<file path="config.mk">
export PLATFORM = sky130hd
export DESIGN_NAME = esd_multi_channel_ctrl
export DESIGN_NICKNAME = d
export VERILOG_FILES = /design/src/rtl/esd_multi_channel_ctrl.sv
export SDC_FILE = /design/constraint.sdc
export NUM_CORES = 1
export LEC_CHECK = 0
export ABC_AREA = 1
export CAP_MARGIN = 20
export CORE_ASPECT_RATIO = 0.8
export CORE_MARGIN = 2
export CORE_UTILIZATION = 35
export DETAILED_ROUTE_END_ITERATION = 12
export SETUP_SLACK_MARGIN = 0.2
export SLEW_MARGIN = 10
export SYNTH_ARGS = -nofsm -noshare
export SYNTH_HDL_FRONTEND = slang
export SYNTH_SLANG_ARGS = --single-unit
</file>
<file path="constraint.sdc">
create_clock -name clk -period 3.3 [get_ports clk]
set_input_delay 0.33 -clock clk [delete_from_list [all_inputs] [get_ports clk]]
set_output_delay 0.33 -clock clk [all_outputs]
set_load 0.02 [all_outputs]
</file>
<file path="src/rtl/esd_multi_channel_ctrl.sv">
// ---------------------------------------------------------------------------
// esd_multi_channel_ctrl
//
// Emergency-shutdown controller for N_ESTOP active-low E-STOP channels plus a
// kick-style watchdog. Any active channel or an expired watchdog trips the
// plant to the de-energised state. The causes are latched in fault_cause until
// an operator ACK (press and release) re-arms with every cause cleared.
//
// Ports:
//   clk          in   single rising-edge clock
//   rst          in   synchronous active-high reset
//   estop_n      in   [N_ESTOP] async E-STOP inputs, active low
//   ack_n        in   async ACK button, active low
//   wdg_kick     in   async watchdog kick, rising edge counts
//   async_in     in   general async input
//   shutdown     out  1 = plant de-energised (state != RUN)
//   led          out  status LED (solid in SAFE, slow blink RUN, fast blink TRIP)
//   state        out  [2] 00 SAFE, 01 RUN, 10 TRIP
//   fault_cause  out  [N_ESTOP+1] bit i = channel i, top bit = watchdog
//   wdg_expired  out  watchdog expired flag
//   sync_out     out  async_in after SYNC_STAGES flops
//
// Handshakes: this block has no valid/ready interfaces; every input is a
// level or edge sampled through its own synchronizer.
// ---------------------------------------------------------------------------
module esd_multi_channel_ctrl #(
    parameter int N_ESTOP            = 4,
    parameter int SYNC_STAGES        = 2,
    parameter int DEBOUNCE_CYCLES    = 500000,
    parameter int WDG_TIMEOUT_CYCLES = 25000000,
    parameter int BLINK_HALF_CYCLES  = 12500000
) (
    input  logic               clk,
    input  logic               rst,
    input  logic [N_ESTOP-1:0] estop_n,
    input  logic               ack_n,
    input  logic               wdg_kick,
    input  logic               async_in,
    output logic               shutdown,
    output logic               led,
    output logic [1:0]         state,
    output logic [N_ESTOP:0]   fault_cause,
    output logic               wdg_expired,
    output logic               sync_out
);

    localparam int DEB_W = $clog2(DEBOUNCE_CYCLES + 1);
    localparam int WDG_W = $clog2(WDG_TIMEOUT_CYCLES + 1);
    localparam int BLK_W = $clog2(BLINK_HALF_CYCLES + 1);

    localparam logic [1:0] ST_SAFE = 2'b00;
    localparam logic [1:0] ST_RUN  = 2'b01;
    localparam logic [1:0] ST_TRIP = 2'b10;

    localparam logic [DEB_W-1:0] DEB_LAST  = DEB_W'(DEBOUNCE_CYCLES - 1);
    localparam logic [WDG_W-1:0] WDG_MAX   = WDG_W'(WDG_TIMEOUT_CYCLES);
    localparam logic [BLK_W-1:0] RUN_LAST  = BLK_W'(BLINK_HALF_CYCLES - 1);
    localparam logic [BLK_W-1:0] TRIP_LAST = BLK_W'(BLINK_HALF_CYCLES / 4 - 1);

    // Synchronizer chains; index SYNC_STAGES-1 is the synchronized value.
    logic [N_ESTOP-1:0]     estop_sync_q [SYNC_STAGES];
    logic [N_ESTOP-1:0]     estop_sync_d [SYNC_STAGES];
    logic [SYNC_STAGES-1:0] ack_sync_q,   ack_sync_d;
    logic [SYNC_STAGES-1:0] kick_sync_q,  kick_sync_d;
    logic [SYNC_STAGES-1:0] async_sync_q, async_sync_d;

    // E-STOP release debounce: est_rel_q[i] = channel i debounced released.
    logic [N_ESTOP-1:0] est_rel_q, est_rel_d;
    logic [DEB_W-1:0]   est_cnt_q [N_ESTOP];
    logic [DEB_W-1:0]   est_cnt_d [N_ESTOP];

    logic               ack_db_q,   ack_db_d;
    logic               ack_prev_q, ack_prev_d;
    logic [DEB_W-1:0]   ack_cnt_q,  ack_cnt_d;

    logic               kick_prev_q, kick_prev_d;
    logic [WDG_W-1:0]   wdg_cnt_q,   wdg_cnt_d;
    logic               wdg_exp_q,   wdg_exp_d;

    logic [1:0]         state_q, state_d;
    logic [N_ESTOP:0]   fault_q, fault_d;
    logic               led_q,   led_d;
    logic [BLK_W-1:0]   blk_cnt_q, blk_cnt_d;

    logic [N_ESTOP-1:0] estop_s;
    logic               ack_s, kick_s, kick_edge, ack_event;
    logic [N_ESTOP-1:0] chan_active;
    logic               estop_clear;
    logic [N_ESTOP:0]   causes;

    always_comb begin
        estop_sync_d[0] = estop_n;
        for (int s = 1; s < SYNC_STAGES; s++) begin
            estop_sync_d[s] = estop_sync_q[s-1];
        end
        ack_sync_d   = {ack_sync_q[SYNC_STAGES-2:0], ack_n};
        kick_sync_d  = {kick_sync_q[SYNC_STAGES-2:0], wdg_kick};
        async_sync_d = {async_sync_q[SYNC_STAGES-2:0], async_in};

        estop_s = estop_sync_q[SYNC_STAGES-1];
        ack_s   = ack_sync_q[SYNC_STAGES-1];
        kick_s  = kick_sync_q[SYNC_STAGES-1];

        // A synchronized low is active at once; only the release is debounced.
        est_rel_d = est_rel_q;
        est_cnt_d = est_cnt_q;
        for (int i = 0; i < N_ESTOP; i++) begin
            if (!estop_s[i]) begin
                est_rel_d[i] = 1'b0;
                est_cnt_d[i] = '0;
            end else if (!est_rel_q[i]) begin
                if (est_cnt_q[i] == DEB_LAST) begin
                    est_rel_d[i] = 1'b1;
                    est_cnt_d[i] = '0;
                end else begin
                    est_cnt_d[i] = est_cnt_q[i] + 1'b1;
                end
            end
        end
        chan_active = ~estop_s | ~est_rel_q;
        estop_clear = ~|chan_active;

        // ACK debounced both ways; the event is the debounced release edge.
        ack_db_d  = ack_db_q;
        ack_cnt_d = '0;
        if (ack_s != ack_db_q) begin
            if (ack_cnt_q == DEB_LAST) begin
                ack_db_d = ack_s;
            end else begin
                ack_cnt_d = ack_cnt_q + 1'b1;
            end
        end
        ack_prev_d = ack_db_q;
        ack_event  = ack_db_q & ~ack_prev_q;

        // Watchdog: a kick edge takes priority over reaching the timeout.
        kick_prev_d = kick_s;
        kick_edge   = kick_s & ~kick_prev_q;
        wdg_cnt_d   = wdg_cnt_q;
        wdg_exp_d   = wdg_exp_q;
        if (kick_edge) begin
            wdg_cnt_d = '0;
            wdg_exp_d = 1'b0;
        end else begin
            if (wdg_cnt_q != WDG_MAX) begin
                wdg_cnt_d = wdg_cnt_q + 1'b1;
            end
            if (wdg_cnt_d == WDG_MAX) begin
                wdg_exp_d = 1'b1;
            end
        end

        causes  = {wdg_exp_q, chan_active};
        state_d = state_q;
        fault_d = fault_q;
        case (state_q)
            ST_SAFE, ST_TRIP: begin
                if (ack_event && estop_clear && !wdg_exp_q) begin
                    state_d = ST_RUN;
                    fault_d = '0;
                end else if (state_q == ST_TRIP) begin
                    fault_d = fault_q | causes;
                end
            end
            ST_RUN: begin
                if (|causes) begin
                    state_d = ST_TRIP;
                    // Capture the cause on entry so a one-cycle trip is not lost.
                    fault_d = fault_q | causes;
                end
            end
            default: state_d = ST_SAFE;
        endcase

        led_d     = led_q;
        blk_cnt_d = '0;
        if (state_d != state_q) begin
            led_d = 1'b1;
        end else begin
            case (state_q)
                ST_RUN: begin
                    if (blk_cnt_q == RUN_LAST) led_d = ~led_q;
                    else blk_cnt_d = blk_cnt_q + 1'b1;
                end
                ST_TRIP: begin
                    if (blk_cnt_q == TRIP_LAST) led_d = ~led_q;
                    else blk_cnt_d = blk_cnt_q + 1'b1;
                end
                default: led_d = 1'b1;
            endcase
        end
    end

    always_ff @(posedge clk) begin
        if (rst) begin
            for (int s = 0; s < SYNC_STAGES; s++) begin
                estop_sync_q[s] <= '0;
            end
            ack_sync_q   <= '1;
            kick_sync_q  <= '0;
            async_sync_q <= '0;
            est_rel_q    <= '0;
            for (int i = 0; i < N_ESTOP; i++) begin
                est_cnt_q[i] <= '0;
            end
            ack_db_q    <= 1'b1;
            ack_prev_q  <= 1'b1;
            ack_cnt_q   <= '0;
            kick_prev_q <= 1'b0;
            wdg_cnt_q   <= '0;
            wdg_exp_q   <= 1'b0;
            state_q     <= ST_SAFE;
            fault_q     <= '0;
            led_q       <= 1'b1;
            blk_cnt_q   <= '0;
        end else begin
            estop_sync_q <= estop_sync_d;
            ack_sync_q   <= ack_sync_d;
            kick_sync_q  <= kick_sync_d;
            async_sync_q <= async_sync_d;
            est_rel_q    <= est_rel_d;
            est_cnt_q    <= est_cnt_d;
            ack_db_q     <= ack_db_d;
            ack_prev_q   <= ack_prev_d;
            ack_cnt_q    <= ack_cnt_d;
            kick_prev_q  <= kick_prev_d;
            wdg_cnt_q    <= wdg_cnt_d;
            wdg_exp_q    <= wdg_exp_d;
            state_q      <= state_d;
            fault_q      <= fault_d;
            led_q        <= led_d;
            blk_cnt_q    <= blk_cnt_d;
        end
    end

    assign shutdown    = (state_q != ST_RUN);
    assign led         = led_q;
    assign state       = state_q;
    assign fault_cause = fault_q;
    assign wdg_expired = wdg_exp_q;
    assign sync_out    = async_sync_q[SYNC_STAGES-1];

endmodule

</file>
==> results of run 1 <==
[tightest hold or removal path, delay by kind of cell, from the launching register on]
| family | cells | cell delay (ps) |
|---|---|---|
| and+or+nand+nor | 1 | 30 |
| buffers and inverters | 1 | 40 |
| DFF | 1 | 300 |
[power groups by stage]
stage / logic [mW] / clock network (mW) / registers [mW]
2_1_floorplan: 0.0569 / 0 / 2.17
3_3_place_gp: 0.0804 / 0 / 2.17
3_5_place_dp: 0.0810 / 0 / 2.17
4_1_cts: 0.0815 / 2.09 / 2.12
5_1_grt: 0.0923 / 2.17 / 2.12
6_report: 0.0815 / 2.03 / 2.12
[flip-flops by register name (all words and copies together) (netlist names), 4 cells and up]
register and count:
est_cnt_q 76, fault_cause 5, wdg_cnt_q 25, est_rel_q 4
estop_sync_d 4, blk_cnt_q 24, ack_cnt_q 19, estop_s 4
[final cells by class]
class                   instances  share of cell area (%)
multi-input cells             940                    47.0
well taps                     324                    3.99
inverters                     183                    6.76
clock buffers                  18                    4.23
flip-flops and latches        174                    34.3
repair buffers                 23                    2.21
clock inverters                13                    1.53
[metrics by stage]
stage	power [mW]	worst slack (ps)
2_1_floorplan	2.22	1290
3_3_place_gp	2.25	998
3_5_place_dp	2.25	906
4_1_cts	4.30	600
5_1_grt	4.39	446
6_report	4.24	604
[layout by cell type, fill, tap and decap left out, types with 14 or more instances in the layout]
cell type	count
sky130_fd_sc_hd__a21oi_1	57
sky130_fd_sc_hd__clkbuf_16	17
sky130_fd_sc_hd__clkdlybuf4s50_1	19
sky130_fd_sc_hd__dfxtp_1	174
sky130_fd_sc_hd__inv_1	177
sky130_fd_sc_hd__nand2_1	261
sky130_fd_sc_hd__nand3_1	97
sky130_fd_sc_hd__nand4_1	43
sky130_fd_sc_hd__nor2_1	224
sky130_fd_sc_hd__nor2_2	28
sky130_fd_sc_hd__nor3_1	39
sky130_fd_sc_hd__nor4_1	14
sky130_fd_sc_hd__o21ai_0	32
sky130_fd_sc_hd__xor2_1	36
[worst paths after layout]
path	from	end	slack [ps]	cells after the start
worst max-delay path	state[0]$_SDFF_PP0_	shutdown	600	4
worst min-delay path	async_sync_q[0]$_SDFF_PP0_	async_sync_q[1]$_SDFF_PP0_	400	2
worst max register to register	blk_cnt_q[0]$_SDFF_PP0_	blk_cnt_q[15]$_SDFF_PP0_	880	10
worst min register to register	async_sync_q[0]$_SDFF_PP0_	async_sync_q[1]$_SDFF_PP0_	400	2
[Yosys cell counts, types with 3 or more instances]
cell / count
sky130_fd_sc_hd__a221oi_1: 4
sky130_fd_sc_hd__inv_1: 177
sky130_fd_sc_hd__nor3_1: 39
sky130_fd_sc_hd__ha_1: 12
sky130_fd_sc_hd__o211ai_1: 8
sky130_fd_sc_hd__a31oi_1: 5
sky130_fd_sc_hd__clkbuf_1: 14
sky130_fd_sc_hd__nor2_1: 224
sky130_fd_sc_hd__a211oi_1: 8
sky130_fd_sc_hd__inv_2: 4
sky130_fd_sc_hd__nand3_1: 97
sky130_fd_sc_hd__nor2_4: 5
sky130_fd_sc_hd__buf_2: 4
sky130_fd_sc_hd__xor2_1: 36
sky130_fd_sc_hd__a21oi_1: 57
sky130_fd_sc_hd__nand4_1: 43
sky130_fd_sc_hd__nand3b_1: 6
sky130_fd_sc_hd__nor4_1: 14
sky130_fd_sc_hd__or2_2: 8
sky130_fd_sc_hd__dfxtp_1: 174
sky130_fd_sc_hd__xnor2_1: 11
sky130_fd_sc_hd__nand3_2: 3
sky130_fd_sc_hd__o21ai_1: 4
sky130_fd_sc_hd__nor2_2: 28
sky130_fd_sc_hd__nand2_2: 6
sky130_fd_sc_hd__nand2_1: 261
sky130_fd_sc_hd__o21ai_0: 32
[layer usage]
metal / vias to the layer above / wire length (µm) / track usage [%]
li1: 4305 / - / -
met1: 3637 / 10900 / 23.0
met2: 168 / 8140 / 21.6
met3: 20 / 825 / 3.08
met4: 0 / 242 / 4.08
met5: - / 0 / 0
[cell families after synthesis]
logic type                 after synthesis
xor gates and xnor gates                47
AOI/OAI and AO/OA                      136
and+or+nand+nor                        745
DFF                                    174
adders and majority gates               12
buffers and inverters                  205
==> flow_summary.ini, run 1 <==
[routing]
drt_pre_antenna_iters = 7
drc = 0
vias = 8130
drt_first_iter_violations = 644
ant_nets = 0
routed_wire_length_per_instance_um = 12.0
routed_via_density = 4.85
routed_wl_um = 20100

[die]
die_y_um = 148
die_area_um2 = 27100
rows = 52
io-pin-count = 20
initial_core_util_pct = 35.6
core_area_um2 = 25400
die_width_um = 184

[worst_hold_path]
worst_hold_path_type = register to register

[synth]
syn_avg_cell_area_um2 = 6.86
postSynthRegisterBits = 174
netlist_area_um2 = 9040
synth-compound-area-share_pct = 8.95
yosys_warnings = 0
synth_enable_flop_cells = 0
synth_top_flop_cell = sky130_fd_sc_hd__dfxtp_1
synth.area.mux_share_pct = 0
synth_fa_ha_area_share_pct = 1.66
synth-xor-area-share_pct = 4.55
syn_nets = 1340
synth_top_family_by_area = simple AND/OR/NAND/NOR gates
synth-async-reset-ratio_pct = 0
synth_top_cell_by_area = sky130_fd_sc_hd__dfxtp_1
synth_cells = 1319
yosysUniqueCellTypes = 50
synth_sequential_area_ratio_pct = 38.5
synthSimpleGateAreaFrac_pct = 37.5
cells_taking_the_most_area_after_synthesis = sky130_fd_sc_hd__dfxtp_1 39%, sky130_fd_sc_hd__nand2_1 11%, sky130_fd_sc_hd__nor2_1 9.3%
yosys.area.top_type_share_pct = 38.5

[layout]
layout.cells.non_filler = 1675
finalInstanceArea_um2 = 10200
area_growth_syn_to_layout_pct = 12.3
area.sequential_um2 = 3480
layout-drive-gt1-share_pct = 7.62
fill_cells = 2611
finalCoreUtilization_pct = 40.0
multi_input_area_um2 = 4770
final_nets = 1360
count_of_inserted_antenna_diode_cells = 0

[critical_path]
worstSetupStartpointType = register
critical_path.n_buffers_inverters = 3
path_cells = ha_1 -> clkinv_1 -> buf_4 -> clkdlybuf4s50_1
crit_end_category = primary output
worst-setup-path-type = register to primary output
worstPathMaxFanout = 12
critical-path-top-delay-family = buffers and inverters
arrival_ps = 2370
worst_path_max_delay_cell = sky130_fd_sc_hd__clkdlybuf4s50_1
worst_ep_required_time_ps = 2970
slowest_delay_ps = 540

[power_and_ir_drop]
p_sw_uw = 964
p_sw_share_pct = 22.8
pwr-share-comb_pct = 1.9
cellPowerDensity_nw_per_um2 = 417
p_int_mw = 3.27
vdd_drop_max_v = 0.000327
share_seq_of_total_power_pct = 50.1
power_frac_clock_pct = 48.0
total_leakage_power_nw = 3.55

[timing]
hold_violation_count_in_the_final_report = 0
slew_headroom_pct = 61.5
worstMarginPinSlew_ps = 578
final_worst_hold_slack_ps = 403
slew_viol_final = 0
finalSetupTns_ps = 0
min_period_ps = 2700
max_clock_freq_ghz = 0.371
rsz_0062_raised_after_global_routing = false
finalSetupViolations = 0
share_of_the_clock_period_used_by_the_worst_path_after_layout_pct = 81.7
fin_worst_skew_ps = 8.82

[grt]
grt_overflow = 0
largest_net_degree_at_the_start_of_global_routing = 27
globalRouteTotalUtil_pct = 15.2
grt_first_pass_wirelength_um = 34300
antenna_found_initial = 0
first_global_vias = 7189

[placement]
placer_congestion = 0.917
numPortBuffers = 19
place_hpwl_um = 14700
placement.cell_area_um2 = 9560
place_inst = 1643

[clocking]
cts_root_buf = sky130_fd_sc_hd__clkbuf_16
clock_tree.htree_level_count = 4
clock_sinks = 174
post_cts.resized_instances = 0
cts_made_buffers = 17
clk_latency_ps = 440
post_cts_hold_buffer_count = 0
tritoncts = built
cts_post_setup_buffers_inserted = 0
cts.reportedPaths.clkPinSlew_ps = 70
cts_buffer_depth = 2

[outcome]
status = finished clean

[job]
max_cap_viol_count = 0
Note: power is estimated with default switching activity, not from simulation.
==> inputs of run 2 (changes only) <==
Clock period 3.3 ns to 2.65 ns, I/O delays scaled along.
==> run 2 against run 1 <==
Effect of this change: sequential power rose by 25%; hold slack got worse by 74 ps; routed wire length rose by 1.6%; register-to-register slack got worse by 340 ps; critical path depth rose by 1; core utilization rose by 0.22 points; sequential share of layout area fell by 0.19 points; first-iteration DRC count rose by 1.4%; cell count rose by 0.72%; clock-buffer cell count fell by 1; critical endpoint unchanged.
==> flow_summary.ini, run 2 (same netlist as run 1, synthesis figures left out) <==
[layout]
count_of_inserted_antenna_diode_cells = 0
top_register_by_number_of_flip_flops = est_cnt_q
fill_cells = 2657
top_regs = est_cnt_q: 76 flops, wdg_cnt_q: 25 flops, blk_cnt_q: 24 flops
final_nets = 1371
most-common-layout-cells = 261 x sky130_fd_sc_hd__nand2_1, 224 x sky130_fd_sc_hd__nor2_1, 177 x sky130_fd_sc_hd__inv_1, 174 x sky130_fd_sc_hd__dfxtp_1, 97 x sky130_fd_sc_hd__nand3_1
area_growth_syn_to_layout_pct = 12.9
mostFrequentLayoutCell = sky130_fd_sc_hd__nand2_1
largest_register_ffs = 76
layout-drive-gt1-share_pct = 8.51
layout.cells.non_filler = 1687

[routing]
drc = 0
routed_wire_length_per_instance_um = 12.1
drt_first_iter_violations = 653
routed_via_density = 4.86
ant_nets = 0
routed_wl_um = 20400
vias = 8200
drt_pre_antenna_iters = 5

[clocking]
post_cts_hold_buffer_count = 0
cts_root_buf = sky130_fd_sc_hd__clkbuf_16
cts_buffer_depth = 2
cts.reportedPaths.clkPinSlew_ps = 70
tritoncts = built
cts_post_setup_buffers_inserted = 0
clock_sinks = 174
clk_latency_ps = 440
cts_made_buffers = 17
post_cts.resized_instances = 0
clock_tree.htree_level_count = 4

[timing]
min_period_ps = 2340
hold_violation_count_in_the_final_report = 0
finalSetupViolations = 0
slew_headroom_pct = 60.5
worstMarginPinSlew_ps = 593
post-route-worst-setup-slack_ps = 314
rsz_0062_raised_after_global_routing = false
fin_worst_skew_ps = 11.4
finalSetupTns_ps = 0
slew_viol_final = 0
share_of_the_clock_period_used_by_the_worst_path_after_layout_pct = 88.1
final_worst_hold_slack_ps = 329
max_clock_freq_ghz = 0.428

[critical_path]
worstSetupStartpointType = register
worst-setup-path-type = register to primary output
arrival_ps = 2070
crit_end_category = primary output
worstPathMaxFanout = 9
r2r.worst_path.cells = 10
worst_ep_required_time_ps = 2380

[die]
die_width_um = 184
initial_core_util_pct = 35.6
die_y_um = 148
core_area_um2 = 25400
io-pin-count = 20
die_area_um2 = 27100
rows = 52

[worst_hold_path]
worst_hold_path_type = input pin to register
timing.hold.worst_path_depth = 3

[placement]
place_worst_setup_slack_ps = 463
place_hpwl_um = 15100
numPortBuffers = 19
place_inst = 1654
placer_congestion = 0.902

[outcome]
status = finished clean

[grt]
globalRouteTotalUtil_pct = 16.1
first_global_vias = 7477
grt_first_pass_wirelength_um = 35900
antenna_found_initial = 0
largest_net_degree_at_the_start_of_global_routing = 27
grt_overflow = 0

[power_and_ir_drop]
design_power_total_mw = 5.12
vdd_drop_max_v = 0.000506
cellPowerDensity_nw_per_um2 = 501
total_leakage_power_nw = 3.60

[job]
max_cap_viol_count = 0
-- run 2: cell count changes in the layout (fill, tap and decap cells not counted), sizes merged --
cell      change
clkinv        +4
bufinv        -2
clkbuf        -1
buf          +11
inv           +1
clkinvlp      -1
-- run 2: final cells by class --
| cell class | count | area, µm² | area share (%) |
|---|---|---|---|
| Clock buffer | 17 | 425 | 4.17 |
| Clock inverter | 15 | 128 | 1.25 |
| Inverter | 183 | 687 | 6.73 |
| Multi-Input combinational cell | 940 | 4770 | 46.7 |
| Sequential cell | 174 | 3480 | 34.1 |
| Tap cell | 324 | 405 | 3.97 |
| Timing Repair Buffer | 34 | 310 | 3.04 |
-- run 2: critical path, cell delays in order (launching register included) --
cell and delay, ps:
sky130_fd_sc_hd__dfxtp_1 460, sky130_fd_sc_hd__inv_1 110, sky130_fd_sc_hd__ha_1 210, sky130_fd_sc_hd__clkinv_1 80
sky130_fd_sc_hd__buf_4 170, sky130_fd_sc_hd__clkdlybuf4s50_1 610
-- run 2: path summary, 6_finish.rpt --
path / slack [ps] / end / start
worst max-delay path: 310 / shutdown / state[1]$_SDFF_PP0_
worst max register to register: 540 / blk_cnt_q[6]$_SDFF_PP0_ / blk_cnt_q[0]$_SDFF_PP0_
worst min register to register: 400 / async_sync_q[1]$_SDFF_PP0_ / async_sync_q[0]$_SDFF_PP0_
worst min-delay path: 330 / estop_sync_d[3]$_SDFF_PP0_ / estop_n[3]
-- run 2: power by group --
| group | internal [mW] | switching (mW) | total [mW] |
|---|---|---|---|
| Clock | 1.23 | 1.14 | 2.37 |
| Combinational | 0.0382 | 0.0655 | 0.104 |
| Sequential | 2.63 | 0.0131 | 2.64 |
| Total | 3.90 | 1.22 | 5.12 |
-- run 2: through the flow --
stage                     area [µm²]  util [%]
after global placement          9640      38.0
final                          10200      40.2
after global routing           10200      40.2
after detailed placement        9640      38.0
after floorplan                 9040         -
after CTS                      10200      40.2
-- run 2: layer usage --
metal  track usage, %  up-vias  wire [µm]  part of all wire (%)
li1                 -     4330          -                     -
met4             5.04        0        279                   1.4
met1             24.1     3657      11000                    54
met5                0        -          0                     0
met3             2.88       21       1000                   4.9
met2             23.4      192       8170                    40
